--- src/rtl/muldiv_seq_pkg.sv ---
// Shared definitions for the multiply/divide sequencer and its ALU port mux.
// Latency: n/a (types and constants only).
// Backpressure: n/a.
// Contents: ALU opcode encodings, MD_* operation encodings, sequencer state enum.
package muldiv_seq_pkg;

    localparam int MD_XLEN  = 32;
    localparam int MD_CNT_W = $clog2(MD_XLEN);

    // Shared ALU opcodes; the sequencer only ever issues ALU_ADD and ALU_SUB.
    typedef enum logic [3:0] {
        ALU_ADD  = 4'd0,
        ALU_SUB  = 4'd1,
        ALU_AND  = 4'd2,
        ALU_OR   = 4'd3,
        ALU_XOR  = 4'd4,
        ALU_SLL  = 4'd5,
        ALU_SRL  = 4'd6,
        ALU_SRA  = 4'd7,
        ALU_SLT  = 4'd8,
        ALU_SLTU = 4'd9
    } alu_op_t;

    // op[1] set means a divide-class operation.
    typedef enum logic [1:0] {
        MD_MUL   = 2'b00,
        MD_MULHU = 2'b01,
        MD_DIVU  = 2'b10,
        MD_REMU  = 2'b11
    } md_op_t;

    typedef enum logic [1:0] {
        MD_IDLE = 2'd0,
        MD_CALC = 2'd1,
        MD_DONE = 2'd2
    } md_state_t;

endpackage

--- src/rtl/muldiv_seq_if.sv ---
// Handshake/operand bundle between the pipeline, the shared ALU and muldiv_seq.
// Latency: wires only.
// Backpressure: busy stalls the pipeline; start is dropped while busy.
// master = pipeline/datapath side, slave = muldiv_seq.
interface muldiv_seq_if
    import muldiv_seq_pkg::*;
#(
    parameter int XLEN = MD_XLEN
);
    logic            start;
    logic [1:0]      op;
    logic [XLEN-1:0] src_a;
    logic [XLEN-1:0] src_b;
    logic            flush;
    logic            busy;
    logic            done;
    logic [XLEN-1:0] result;
    logic [3:0]      alu_sel;
    logic [XLEN-1:0] alu_a;
    logic [XLEN-1:0] alu_b;
    logic [XLEN-1:0] alu_result;

    modport master (
        output start, op, src_a, src_b, flush, alu_result,
        input  busy, done, result, alu_sel, alu_a, alu_b
    );

    modport slave (
        input  start, op, src_a, src_b, flush, alu_result,
        output busy, done, result, alu_sel, alu_a, alu_b
    );
endinterface

--- src/rtl/muldiv_seq.sv ---
// Unsigned MUL/MULHU/DIVU/REMU sequencer, one shared-ALU add/sub per cycle.
// Latency: XLEN CALC cycles, done XLEN+1 cycles after start; divide-by-zero done next cycle.
// Backpressure: busy stalls the pipeline; start during CALC is dropped, flush aborts.
// Ports: clk, rst (async, active-high); md (muldiv_seq_if.slave): start/op/src_a/src_b/flush
//        in, busy/done/result out, alu_sel/alu_a/alu_b out, alu_result in (same cycle).
// Optional: define MULDIV_EARLY_OUT_EN to finish trivial operands without CALC.
module muldiv_seq
    import muldiv_seq_pkg::*;
#(
    parameter int XLEN  = MD_XLEN,
    parameter int CNT_W = $clog2(XLEN)
) (
    input  logic        clk,
    input  logic        rst,
    muldiv_seq_if.slave md
);
    // Register roles are shared between the two algorithms:
    //   acc: hi (multiply)  / rem (divide)
    //   shf: lo (multiply)  / quo (divide)
    //   opn: mcand (multiply) / dvs (divide)
    md_state_t       state_q, state_d;
    logic [1:0]      op_q, op_d;
    logic [XLEN-1:0] acc_q, acc_d;
    logic [XLEN-1:0] shf_q, shf_d;
    logic [XLEN-1:0] opn_q, opn_d;
    logic [XLEN-1:0] result_q, result_d;
    logic [CNT_W-1:0] cnt_q, cnt_d;

    logic [XLEN:0]   sh;
    logic            carry;
    logic            ge;
    logic            launch;
    logic            div_zero;
    logic            trivial;
    logic [XLEN-1:0] quick_res;

    // Divide step: shift the next dividend bit into the partial remainder.
    assign sh    = {acc_q, shf_q[XLEN-1]};
    // Multiply step: an unsigned add wrapped iff the sum is below an addend.
    assign carry = md.alu_result < acc_q;
    // sh is 33 bits; a set MSB already exceeds any 32-bit divisor.
    assign ge    = sh[XLEN] | (sh[XLEN-1:0] >= opn_q);

    assign launch   = (state_q != MD_CALC) && md.start && !md.flush;
    assign div_zero = md.op[1] && (md.src_b == '0);

`ifdef MULDIV_EARLY_OUT_EN
    assign trivial = md.op[1] ? ((md.src_b != '0) && (md.src_a < md.src_b))
                              : ((md.src_a == '0) || (md.src_b == '0));
`else
    assign trivial = 1'b0;
`endif

    // Result for operations that complete without iterating.
    always_comb begin
        quick_res = '0;
        case (md.op)
            MD_DIVU: quick_res = div_zero ? '1 : '0;
            MD_REMU: quick_res = md.src_a;
            default: quick_res = '0;
        endcase
    end

    // ALU drive is kept separate from next-state logic so the path
    // alu_a/alu_b -> external ALU -> alu_result never loops in one block.
    always_comb begin
        md.alu_sel = ALU_ADD;
        md.alu_a   = '0;
        md.alu_b   = '0;
        if (state_q == MD_CALC) begin
            if (op_q[1]) begin
                md.alu_sel = ALU_SUB;
                md.alu_a   = sh[XLEN-1:0];
                md.alu_b   = opn_q;
            end else begin
                md.alu_sel = ALU_ADD;
                md.alu_a   = acc_q;
                md.alu_b   = shf_q[0] ? opn_q : '0;
            end
        end
    end

    always_comb begin
        state_d  = state_q;
        op_d     = op_q;
        acc_d    = acc_q;
        shf_d    = shf_q;
        opn_d    = opn_q;
        result_d = result_q;
        cnt_d    = cnt_q;

        case (state_q)
            MD_IDLE, MD_DONE: begin
                state_d = MD_IDLE;
                if (launch) begin
                    op_d  = md.op;
                    cnt_d = '0;
                    acc_d = '0;
                    if (md.op[1]) begin
                        shf_d = md.src_a;
                        opn_d = md.src_b;
                    end else begin
                        shf_d = md.src_b;
                        opn_d = md.src_a;
                    end
                    if (div_zero || trivial) begin
                        state_d  = MD_DONE;
                        result_d = quick_res;
                    end else begin
                        state_d = MD_CALC;
                    end
                end
            end
            MD_CALC: begin
                if (md.flush) begin
                    state_d = MD_IDLE;
                end else begin
                    if (op_q[1]) begin
                        acc_d = ge ? md.alu_result : sh[XLEN-1:0];
                        shf_d = {shf_q[XLEN-2:0], ge};
                    end else begin
                        // {hi,lo} <= {carry, sum, lo[XLEN-1:1]}
                        acc_d = {carry, md.alu_result[XLEN-1:1]};
                        shf_d = {md.alu_result[0], shf_q[XLEN-1:1]};
                    end
                    cnt_d = cnt_q + 1'b1;
                    if (cnt_q == CNT_W'(XLEN - 1)) begin
                        state_d = MD_DONE;
                        case (op_q)
                            MD_MUL:   result_d = shf_d;
                            MD_MULHU: result_d = acc_d;
                            MD_DIVU:  result_d = shf_d;
                            default:  result_d = acc_d;
                        endcase
                    end
                end
            end
            default: state_d = MD_IDLE;
        endcase
    end

    always_ff @(posedge clk or posedge rst) begin
        if (rst) begin
            state_q  <= MD_IDLE;
            op_q     <= '0;
            acc_q    <= '0;
            shf_q    <= '0;
            opn_q    <= '0;
            result_q <= '0;
            cnt_q    <= '0;
        end else begin
            state_q  <= state_d;
            op_q     <= op_d;
            acc_q    <= acc_d;
            shf_q    <= shf_d;
            opn_q    <= opn_d;
            result_q <= result_d;
            cnt_q    <= cnt_d;
        end
    end

    assign md.busy   = (state_q == MD_CALC);
    assign md.done   = (state_q == MD_DONE);
    assign md.result = result_q;

endmodule

--- src/flat_wrapper.sv ---
// flat-port wrapper written by rule: the top's interface ports become plain ports
module muldiv_seq_flat import muldiv_seq_pkg::*;
#(
    parameter int XLEN  = MD_XLEN,
    parameter int CNT_W = $clog2(XLEN)
)
  (clk, rst, md_start, md_op, md_src_a, md_src_b, md_flush, md_alu_result, md_busy, md_done, md_result, md_alu_sel, md_alu_a, md_alu_b);
  muldiv_seq_if #(.XLEN(XLEN)) md_i ();
  input  logic clk;
  input  logic rst;
  input wire logic [$bits(md_i.start)-1:0] md_start;
  input wire logic [$bits(md_i.op)-1:0] md_op;
  input wire logic [$bits(md_i.src_a)-1:0] md_src_a;
  input wire logic [$bits(md_i.src_b)-1:0] md_src_b;
  input wire logic [$bits(md_i.flush)-1:0] md_flush;
  input wire logic [$bits(md_i.alu_result)-1:0] md_alu_result;
  output wire logic [$bits(md_i.busy)-1:0] md_busy;
  output wire logic [$bits(md_i.done)-1:0] md_done;
  output wire logic [$bits(md_i.result)-1:0] md_result;
  output wire logic [$bits(md_i.alu_sel)-1:0] md_alu_sel;
  output wire logic [$bits(md_i.alu_a)-1:0] md_alu_a;
  output wire logic [$bits(md_i.alu_b)-1:0] md_alu_b;
  assign md_i.start = md_start;
  assign md_i.op = md_op;
  assign md_i.src_a = md_src_a;
  assign md_i.src_b = md_src_b;
  assign md_i.flush = md_flush;
  assign md_i.alu_result = md_alu_result;
  assign md_busy = md_i.busy;
  assign md_done = md_i.done;
  assign md_result = md_i.result;
  assign md_alu_sel = md_i.alu_sel;
  assign md_alu_a = md_i.alu_a;
  assign md_alu_b = md_i.alu_b;
  muldiv_seq #(.XLEN(XLEN), .CNT_W(CNT_W)) u_core (.clk(clk), .rst(rst), .md(md_i));
endmodule
--- config.mk ---
export PLATFORM = sky130hd
export DESIGN_NAME = muldiv_seq_flat
export DESIGN_NICKNAME = d
export VERILOG_FILES = /design/src/rtl/muldiv_seq_pkg.sv /design/src/rtl/muldiv_seq_if.sv /design/src/rtl/muldiv_seq.sv /design/src/flat_wrapper.sv
export SDC_FILE = /design/constraint.sdc
export NUM_CORES = 1
export LEC_CHECK = 0
export CORE_ASPECT_RATIO = 1.2
export CORE_MARGIN = 8
export CORE_UTILIZATION = 53
export DETAILED_ROUTE_END_ITERATION = 16
export MAX_ROUTING_LAYER = met4
export PLACE_DENSITY = 0.81
export SLEW_MARGIN = 20
export SYNTH_ARGS = -nofsm -noshare
export SYNTH_HDL_FRONTEND = slang
export SYNTH_SLANG_ARGS = --single-unit
--- constraint.sdc ---
create_clock -name clk -period 4.99 [get_ports clk]
set_input_delay 0.998 -clock clk [delete_from_list [all_inputs] [get_ports clk]]
set_output_delay 0.998 -clock clk [all_outputs]
set_load 0.02 [all_outputs]
-- After elaboration in Yosys (flattened, before gate mapping)
Index checks and enable logic that the tools add are counted.
Widths: inputs -> output; s select.
- register bits after elaboration: 137
- input port bits: 102
- output and inout port bits: 102
- word-level logic and storage cells: 69
- add/sub/neg operators: 1
- magnitude comparators: 2
- eq/ne operators: 12
- muxes and demuxes: 33
- bitwise operators: 1
- reductions and logical operators: 13
- operator list (kind ; count):
    $mux 32 ; 19
    $pmux 32 s2 ; 4
    $ge 32x32->1 ; 1
    $logic_not 32->1 ; 1
    $lt 32x32->1 ; 1
    $mux 5 ; 2
    $pmux 5 s2 ; 1
    $eq 2x2->1 const B ; 4
    $mux 2 ; 4
    $ne 2x1->1 const B ; 4
    $add 5x1->5 const B ; 1
    $eq 5x5->1 const B ; 1
    $reduce_and 5->1 ; 1
    $logic_not 2->1 ; 2
    $mux 4 ; 1
    $pmux 2 s2 ; 1
    $reduce_or 2->1 ; 2
    $logic_and 1x1->1 ; 3
    $ne 3x2->1 const B ; 1
    $reduce_and 3->1 ; 1
    $eq 2x1->1 const B ; 1
    $ne 2x2->1 const B ; 1
    $reduce_and 2->1 ; 1
    $reduce_bool 2->1 ; 1
    3 further kinds ; 3

-- Longest topological paths before layout
- depth after elaboration: 8
- mapped depth: 10
- depth with buffers taken out: 9

-- Worst setup path after synthesis
No wires, ideal clock.
- kind: input to register
- start point: input md_op[1]
- end point: register u_core.result_q[10] (netlist: u_core.md.result[10])
- library setup time: 0.135 ns
- data arrival time: 2.686 ns
- required time: 4.855 ns
- path slack: 2.169 ns
- stages: 8
- buffers on the path: 2
- cells stage by stage: buf_2 -> nor4b_1 -> nand4_1 -> nor3_1 -> o221ai_1 -> clkbuf_1 -> mux2i_1 -> o31ai_1
- word-level cells in the longest chain between the ends: 5
- elaborated cells on any way between the ends: 9
- those cells by class: eq/ne (3); mux (4); reduce/logical (2)
- ends and longest elaborated chain (what ; line ; text):
    start: declaration ; flat_wrapper.sv:12 ; input wire logic [$bits(md_i.op)-1:0] md_op;
    $eq 2x2->1 ; muldiv_seq.sv:57 ; case (md.op)
    $pmux 32 s2 ; muldiv_seq.sv:57 ;
    $mux 32 ; muldiv_seq.sv:106 ; if (div_zero || trivial) begin
    $mux 32 ; muldiv_seq.sv:95 ; if (launch) begin
    $pmux 32 s2 ; muldiv_seq.sv:92 ; case (state_q)
    end signal: assignment ; muldiv_seq.sv:157 ; result_q <= result_d;
    end: declaration ; muldiv_seq.sv:26 ; logic [XLEN-1:0] result_q, result_d;
Several ways; a longest one is shown, not always the timed one. The select of a mux whose other input is x is not followed.
A chain may end at the register's enable or synchronous reset.

-- Worst setup path after layout
- start point: register u_core.op_q[1]
- end point: output md_alu_a[0]
- word-level cells in the longest chain between the ends: 2
- ends and longest elaborated chain (what ; line ; text):
    start: declaration ; muldiv_seq.sv:22 ; logic [1:0] op_q, op_d;
    start signal: assignment ; muldiv_seq.sv:153 ; op_q <= op_d;
    $mux 32 ; muldiv_seq.sv:71 ; if (op_q[1]) begin
    $mux 32 ; muldiv_seq.sv:70 ; if (state_q == MD_CALC) begin
    end: declaration ; flat_wrapper.sv:21 ; output wire logic [$bits(md_i.alu_a)-1:0] md_alu_a;
Every way passes these cells.

==> summary.txt <==
Synth Register Bits = 137
final setup vio count = 0
synthesized area = 10200 um^2
Die ar. = 24000 um^2
clock sinks = 137
fraction of layout cells with a size suffix above 1 = 4.79%
CTS H-tree depth = 4
placed instance area = 12400 um^2
I/O pin total = 204
clock slew at reported path FFs = 0.06 ns
First-pass DRT Iterations = 5
Iteration-0 DRC Markers = 753
final-stage net count = 1492
Critical Path Sink Type = output port
post-layout util = 68.7%
leak pwr = 5.92 nW
Root Buffer = clkbuf_16
Slew HR = 23.3%
worst r2r src = u_core.shf_q[31]$_DFFE_PP0P_
# Post-CTS Setup Buffers = 0
final period utilization = 81.7%
largest net degree at the start of global routing = 89
crit-path cells = buf_12, mux2i_1, nor2_1, clkdlybuf4s50_1
post_cts resized = 0
Clock Latency Late Sink = 0.44 ns
slowest stage delay, CP = 1.15 ns
grt total ovfl = 0
post-synth top area cell = dfrtp_1
Async SR Flop Fraction = 100%
slowest CP cell = dfrtp_4
crit path max fanout = 88
Worst EP arrival = 3.08 ns
ANT nets after route = 0
pwr dens = 455 nW/um^2
CTS max path bufs = 2
R2R Setup Slk = 1.32 ns
Routability Congestion = 0.932
Slew Limit Fails = 0
CTS tree = done
WHS Endpoint = u_core.opn_q[3]$_DFFE_PP0P_
Top FF cell, synth = dfrtp_1
CP Class = flop to output port
Hold Crit Class = flop to flop
RSZ-0062 raised after global routing = no
status = finished, final reports clean
DR WL/cell = 21.0 um
worst-margin pin slew = 1.15 ns
synth warn = 0
TNS Setup = 0 ns
worst vdd ir = 289 uV
Hold Crit Depth = 2
vias in the first global route = 9755
Num CTS Buffers = 17
CP delay by family, top = flip-flops
initial antenna violation count = 1
Die Height = 168 um
synthesis-to-finish area growth = 27.1%
Clock Skew = 0.0107 ns
total power = 0.00592 W
GR Util All Layers = 28.8%
most common cell in the netlist = mux2i_1
CP Buf/Inv Count = 2
Area contributors post-synth = dfrtp_1, mux2i_1, ha_1
vias per inst = 6.06
CP Data Required Time = 3.99 ns
IO buf count = 200
Synth top cells by count = mux2i_1, dfrtp_1, nand2_1
number of cell rows = 55
syn avg cell area = 8.69 um^2
DR vias = 9666
post-DP HPWL = 24.7 mm
first-pass GRT wire length = 52.6 mm
Max Cap Viol = 0
DRC viols = 0
post-synthesis sequential area ratio = 33.5%
core footprint = 18900 um^2
post-synth cell types = 50
Synth Instances = 1177
Starting Density = 54.1%
R2R depth = 10
worst r2r dst = u_core.acc_q[13]$_DFFE_PP0P_
Yosys top cell area share = 33.5%
Max Fclk = 245 MHz
DRT Wirelength = 33.4 mm
Die W = 143 um
min-delay src = u_core.opn_q[3]$_DFFE_PP0P_
EDFF count, synth = 0
Fin. Hold Viols = 0
Tmin final = 4.08 ns
final instance area = 13000 um^2
Worst setup SP type = flop
hold buffers post-CTS = 0
worst max path at each step:
stage                                     startpoint                         endpoint  slack, ns  depth (start not counted)
final                     u_core.op_q[1]$_DFFE_PP0P_                      md_alu_a[0]       0.91                          4
after global routing      u_core.op_q[1]$_DFFE_PP0P_                      md_alu_a[0]       0.84                          4
after CTS                 u_core.op_q[1]$_DFFE_PP0P_                      md_alu_a[0]       1.01                          4
after detailed placement                md_src_b[11]  u_core.md.result[0]$_DFFE_PP0P_       1.15                          9
after global placement                  md_src_b[11]  u_core.md.result[0]$_DFFE_PP0P_       1.18                          9
after floorplan                                  rst      u_core.acc_q[0]$_DFFE_PP0P_       0.32                          1
kinds of logic (layout without fill, tap and decap cells):
family                   after synthesis  after routing  synth area share (%)
buffers and inverters                159            317                  6.19
XOR/XNOR                               2              2                 0.171
flip-flops                           137            137                  33.5
other                                  1              4                0.0367
AO/OA/AOI/OAI                        282            282                  18.9
multiplexers                         159            159                  15.6
AND/OR/NAND/NOR                      372            372                  17.7
adder cells (fa/ha/maj)               65             65                  7.95
layer usage:
metal | track usage [%] | up-vias | share of wire (%)
li1 | - | 4521 | -
met1 | 33.7 | 4601 | 40
met2 | 44.5 | 436 | 47
met3 | 4.87 | 108 | 6.2
met4 | 20.1 | 0 | 7.0
met5 | - | - | 0
power by group:
group          internal (W)  total (W)  switching, W
Clock              0.000837    0.00134      0.000505
Combinational       0.00119    0.00269       0.00150
Sequential          0.00147    0.00188      0.000415
Total               0.00349    0.00592       0.00242
area by class of cell:
cell class                 count  area [um^2]
clock inverter                10          140
tap                          256          320
antenna                        1         2.50
multi-input combinational    883         6210
inverter                      70          265
timing repair buffer         216         2160
fill                        1485         5920
clock buffer                  21          480
sequential                   137         3430
cells in the final DEF (no fill, tap or decap), types with 4 or more instances in the layout:
cell type / count
a211oi_1: 64
a21o_1: 37
a21oi_1: 28
buf_4: 14
clkbuf_16: 17
clkbuf_8: 4
clkdlybuf4s50_1: 199
dfrtp_1: 136
ha_1: 65
inv_1: 68
mux2i_1: 157
nand2_1: 114
nand2b_1: 35
nand3_1: 8
nand4_1: 15
nor2_1: 75
nor2b_1: 64
nor3_1: 37
nor4_1: 7
o21ai_0: 41
o22ai_1: 32
o31ai_1: 64
worst reg2reg max path: cells and delay by family (launching register included):
family / cells / cell delay, ns
AOI/OAI and AO/OA: 3 / 1.06
and+or+nand+nor: 3 / 0.78
buffers and inverters: 2 / 0.58
DFF: 1 / 0.44
muxes: 1 / 0.40
adders and majority gates: 1 / 0.27
sequential cells by signal (all words and copies together) (netlist names):
register	flops
u_core.shf_q	32
u_core.opn_q	32
u_core.acc_q	32
u_core.md.result	32
u_core.cnt_q	5
u_core.state_q	2
u_core.op_q	2
stage by stage:
step                      worst slack [ns]  cells  hold WS [ns]
after CTS                             1.01   1593         0.483
after floorplan                      0.324   1179         0.450
after global routing                 0.845   1594         0.508
after detailed placement              1.15   1562         0.470
final                                0.915   1594         0.482
after global placement                1.18   1561         0.465
Note: power is estimated with default switching activity, not from simulation.
